===== src/rtl/regfile_mp.sv =====
// rtl/regfile_mp.sv - multi-port register file with write bypass, busy scoreboard and clear sweep
module regfile_mp #(
   parameter int XLEN    = 32,
   parameter int NREG    = 32,
   parameter int NRD     = 2,
   parameter int ZERO_X0 = 1
) (
   input  logic                     clk,
   input  logic                     reset,
   input  logic [NRD*$clog2(NREG)-1:0] rd_addr,
   output logic [NRD*XLEN-1:0]      rd_data,
   output logic [NRD-1:0]           rd_busy,
   input  logic                     wr0_en,
   input  logic [$clog2(NREG)-1:0]  wr0_addr,
   input  logic [XLEN-1:0]          wr0_data,
   input  logic                     wr1_en,
   input  logic [$clog2(NREG)-1:0]  wr1_addr,
   input  logic [XLEN-1:0]          wr1_data,
   input  logic                     rsv_en,
   input  logic [$clog2(NREG)-1:0]  rsv_addr,
   input  logic                     clr_req,
   output logic                     clr_active
);

   localparam int AW = $clog2(NREG);

   typedef enum logic {IDLE, SWEEP} state_t;

   state_t          state_q, state_d;
   logic [AW-1:0]   idx_q;
   logic [XLEN-1:0] regs [NREG];
   logic [NREG-1:0] busy_q;
   logic            sweeping;
   logic            we0, we1, rsv;

   // Address 0 is not a real storage location when it is hardwired to zero.
   function automatic logic addr_ok(input logic [AW-1:0] a);
      return !((ZERO_X0 != 0) && (a == '0));
   endfunction

   assign sweeping = (state_q == SWEEP);

   // The sweep owns the array: all external updates are dropped while it runs.
   assign we0 = wr0_en & ~sweeping & addr_ok(wr0_addr);
   assign we1 = wr1_en & ~sweeping & addr_ok(wr1_addr);
   assign rsv = rsv_en & ~sweeping & addr_ok(rsv_addr);

   // Sweep controller next-state and clr_active decode.
   always_comb begin
      state_d    = state_q;
      clr_active = 1'b0;
      case (state_q)
         IDLE: begin
            if (clr_req) state_d = SWEEP;
         end
         SWEEP: begin
            clr_active = 1'b1;
            if (idx_q == AW'(NREG - 1)) state_d = IDLE;
         end
         default: state_d = IDLE;
      endcase
   end

   // Sweep state and index; index wraps naturally since NREG is a power of two.
   always_ff @(posedge clk or posedge reset) begin
      if (reset) begin
         state_q <= IDLE;
         idx_q   <= '0;
      end else begin
         state_q <= state_d;
         if (state_q == IDLE && clr_req) idx_q <= '0;
         else if (sweeping)              idx_q <= idx_q + AW'(1);
      end
   end

   // Array and scoreboard update; later assignments win, giving wr1 over wr0 and rsv over writes.
   always_ff @(posedge clk or posedge reset) begin
      if (reset) begin
         for (int i = 0; i < NREG; i++) regs[i] <= '0;
         busy_q <= '0;
      end else if (sweeping) begin
         regs[idx_q]   <= '0;
         busy_q[idx_q] <= 1'b0;
      end else begin
         if (we0) begin
            regs[wr0_addr]   <= wr0_data;
            busy_q[wr0_addr] <= 1'b0;
         end
         if (we1) begin
            regs[wr1_addr]   <= wr1_data;
            busy_q[wr1_addr] <= 1'b0;
         end
         if (rsv) busy_q[rsv_addr] <= 1'b1;
      end
   end

   for (genvar g = 0; g < NRD; g++) begin : g_rd
      logic [AW-1:0]   a;
      logic            hit0, hit1;
      logic [XLEN-1:0] data_g;
      logic            busy_g;

      assign a    = rd_addr[g*AW +: AW];
      assign hit0 = we0 && (wr0_addr == a);
      assign hit1 = we1 && (wr1_addr == a);

      // Read mux with same-cycle write forwarding; forced to zero during reset.
      always_comb begin
         data_g = regs[a];
         busy_g = busy_q[a] & ~hit0 & ~hit1;
         if (hit1)      data_g = wr1_data;
         else if (hit0) data_g = wr0_data;
         if (reset || !addr_ok(a)) begin
            data_g = '0;
            busy_g = 1'b0;
         end
      end

      assign rd_data[g*XLEN +: XLEN] = data_g;
      assign rd_busy[g]              = busy_g;
   end

endmodule


===== config.mk =====
export PLATFORM = sky130hd
export DESIGN_NAME = regfile_mp
export DESIGN_NICKNAME = d
export VERILOG_FILES = /design/src/rtl/regfile_mp.sv
export SDC_FILE = /design/constraint.sdc
export NUM_CORES = 2
export LEC_CHECK = 0
export ABC_AREA = 0
export ABC_CLOCK_PERIOD_IN_PS = 51200
export BUFFER_PORTS_ARGS = -buffer_cell sky130_fd_sc_hd__buf_2
export CAP_MARGIN = 20
export CORE_AREA = 2 2 432 434
export CTS_CLUSTER_SIZE = 24
export DETAILED_ROUTE_END_ITERATION = 12
export DIE_AREA = 0 0 434 436
export PLACE_DENSITY = 0.55
export SLEW_MARGIN = 20
export SYNTH_ARGS = -nofsm -noshare
export SYNTH_HDL_FRONTEND = slang
export SYNTH_SLANG_ARGS = --single-unit

===== constraint.sdc =====
create_clock -name clk -period 51.2 [get_ports clk]
set_input_delay 7.68 -clock clk [delete_from_list [all_inputs] [get_ports clk]]
set_output_delay 7.68 -clock clk [all_outputs]
set_load 0.005 [all_outputs]

==> results.md <==
- Outcome: complete, no violations
- Num rows: 158
- CP Launch Point: rd_addr[1]
- Initial antenna violation count: 44
- Post-synth EDFFs: 0
- Sequential area share after synthesis: 34.4%
- Vias: approximately 73,000
- 1st-pass router iterations: 8
- Synth async-reset ratio: 100%
- RR Endpoint: regs[347]
- Largest net degree at the start of global routing: 183
- Gr ovfl total: 0
- Req. time, crit path: about 44,000 ps
- GRT Total Usage: between 40 and 50%
- Placed insts: 9,526
- DPL Wire Length: 228 mm
- CTS max path bufs: 3
- Post-layout instance area: ~84,000 um2
- CP Launch Type: input port
- Final-report hold violation count: 0
- Max Cap Violations: 0
- Final-stage net count: 7,283
- FMAX: 0.0495 GHz
- Post-Syn Area: slightly below 80,000 um2
- IO Port Bufs: 161
- Wirelength per Cell: 41.6 um
- Flops & latches, synth: 1,062
- Post-CTS sizing: 0
- CTS buffer count: 132
- Setup Fix Bufs, Post-CTS: 0
- Post-layout util: between 40 and 50%
- CP Class: in -> out
- Fin crit share: 39.5%
- Critical Path End Type: primary output
- 1st-iter DRT viols: 12,237
- Stages on worst setup path: 8
- Die footprint: 189,000 um2
- Final min period: 20,210 ps
- Slew margin rel.: approximately 7.2%
- First-pass GRT wire length: 560 mm
- Core ar.: 185,000 um2
- Worst clock skew: ~30 ps
- Pwr/cell area: 45.7 nW/um2
- Clk Latency, worst-skew pair: ~840 ps
- Worst vdd ir: 0.0000418 V
- DRC violations left: 0
- FF-to-FF Start: state_q
- Top Family by Delay on Critical Path: buffers and inverters
- Slowest CP cell: buf_4
- Vias in the first global route: 67,785
- TNS Setup: 0 ps
- Slew Viols, Final: 0
- DRT Wirelength: 407 mm
- Design Power: about 3.8 mW
- WHS: 514 ps
- Multi-input gate area: approximately 47,000 um2
- Distinct cells, synth: 75
- Leak: 37.3 nW
- Synth warn: 0
- Initial core utilization: 41.9%
- CTS clk-pin slew, worst paths: 60 ps
- Share of layout cells above drive strength 1: 17.8%
- Hold_sp: busy_q[0]
- Die Ht: 436 um
- Syn Nets: approximately 8,000
- Reg2Reg Setup Slack: 46,000 ps
- Vias per cell: 7.49
- WHS Endpoint: busy_q[0]
- Fill count: ~17,000
- Post-synthesis area per instance: 10.0 um2
- Post-Layout Cell Count: between 9,000 and 10,000
- CP dominant cell by count: mux4_2
- Dpl cell area: 79,400 um2
- Io pins: roughly 160
- Buf+Inv Stages, Crit Path: 4
- Final WS setup: between 30,000 and 40,000 ps
- Hold buffers post-CTS: 0
- H-tree Lvls: 4
- CTS Root Cell: clkbuf_16
- Critical Path Fanout Max: 99
- RSZ-0062 raised after global routing: no
- CTS tree: done
- Place WS: 31,170 ps
- Final Setup Violations: 0
- Final Wtd Congestion: ~1.0
- Worst hold-check path type: reg -> reg
- Worst path cell trace: buf_8, buf_12, buf_4, mux4_2, mux4_2, mux2i_1, o221ai_1, buf_2
- FF-to-FF path depth: 8
- Tightest Pin Transition: about 1400 ps
- Post-DRT Antenna Nets: 0
- Clock sinks: 1,062
- Storage cell area: approximately 27,000 um2
- Cell depth of the worst hold path: 1
- Critical path arrival: 12,530 ps
- Syn Inst Count: 7,697
- Synth-to-layout area growth: 8.26%
- Top FF cell, synth: dfrtp_1
- Chip Width: 434 um
- Max incr delay on CP: 890 ps
-- state kept, by name (all words and copies together) (netlist names) --
register,count
idx_q,5
state_q,1
busy_q,32
regs,1024
-- layout by cell type (no fill, tap or decap), drive strengths merged, types with 15 or more instances in the layout --
master and instances:
o2111a 15, diode 24, a21oi 875, mux4 548
mux2i 924, o31ai 48, o21ai 142, o22ai 61
and2 43, nor4 16, a32oi 26, a211oi 51
nand4 32, a31oi 74, nand3 28, a22o 956
clkbuf 206, a32o 19, inv 51, nor2 988
nand2 387, buf 357, nor3 46, mux2 61
a22oi 49, dfrtp 1062, o221ai 56
-- cell type report --
cell class	instances	area share [%]
clock inverter	28	0.354
timing repair buffer	357	2.95
clock buffer	206	4.63
inverter	39	0.193
sequential	1062	31.8
antenna	24	0.0718
multi-input combinational	5591	56.3
tap	2480	3.71
-- cell usage after synthesis (all sizes together) (6+ instances only) --
cell type / number / area share [%]
a22o: 956 / 11
mux4: 548 / 16
a21boi: 9 / 0.087
mux2: 61 / 0.89
nor3b: 6 / 0.086
a221o: 13 / 0.17
xnor2: 14 / 0.16
o31ai: 48 / 0.47
o221ai: 56 / 0.63
o21a: 9 / 0.087
nor4: 16 / 0.16
a2bb2oi: 9 / 0.10
inv: 39 / 0.19
o22ai: 61 / 0.49
a211oi: 51 / 0.50
a22oi: 49 / 0.48
nand2: 387 / 1.9
o211ai: 6 / 0.058
nand4: 32 / 0.26
mux2i: 924 / 12
a32oi: 26 / 0.29
xor2: 8 / 0.091
clkbuf: 681 / 3.3
a31oi: 74 / 0.60
and2: 43 / 0.35
nor3: 46 / 0.31
nand3b: 7 / 0.068
o2111a: 15 / 0.22
nor2: 988 / 4.8
buf: 324 / 2.3
a21oi: 875 / 5.7
dfrtp: 1062 / 34
o21ai: 142 / 0.92
a32o: 19 / 0.25
nand3: 28 / 0.19
nor2b: 11 / 0.089
and3: 9 / 0.079
-- metal layers --
layer	track usage (%)	part of all wire (%)	up-vias
li1	-	-	28272
met1	52.1	35	36492
met2	57.8	41	6595
met3	16.7	15	1888
met4	33.4	9.5	32
met5	0	0.047	-
-- power by group --
part	internal (mW)	leakage, nW	switching, mW
clock network	0.540	2.05	0.419
logic	0.637	20.5	0.807
registers	1.09	14.7	0.326
-- worst max path at each step --
stage | to | slack, ps
global placement | rd_data[18] | 31220
detailed placement | rd_data[18] | 31170
CTS | rd_data[18] | 31160
finish | rd_data[18] | 30990
floorplan | rd_data[39] | 9500
global route | rd_data[18] | 30950
-- kinds of logic after synthesis --
kind of cell    share of synthesized area (%)
xor+xnor                                0.249
simple gates                             8.67
flops                                    34.4
compound gates                           22.0
buf+inv                                  5.82
fa+ha+maj                              0.0809
mux                                      28.8
Power figures use the tool's default switching activity.
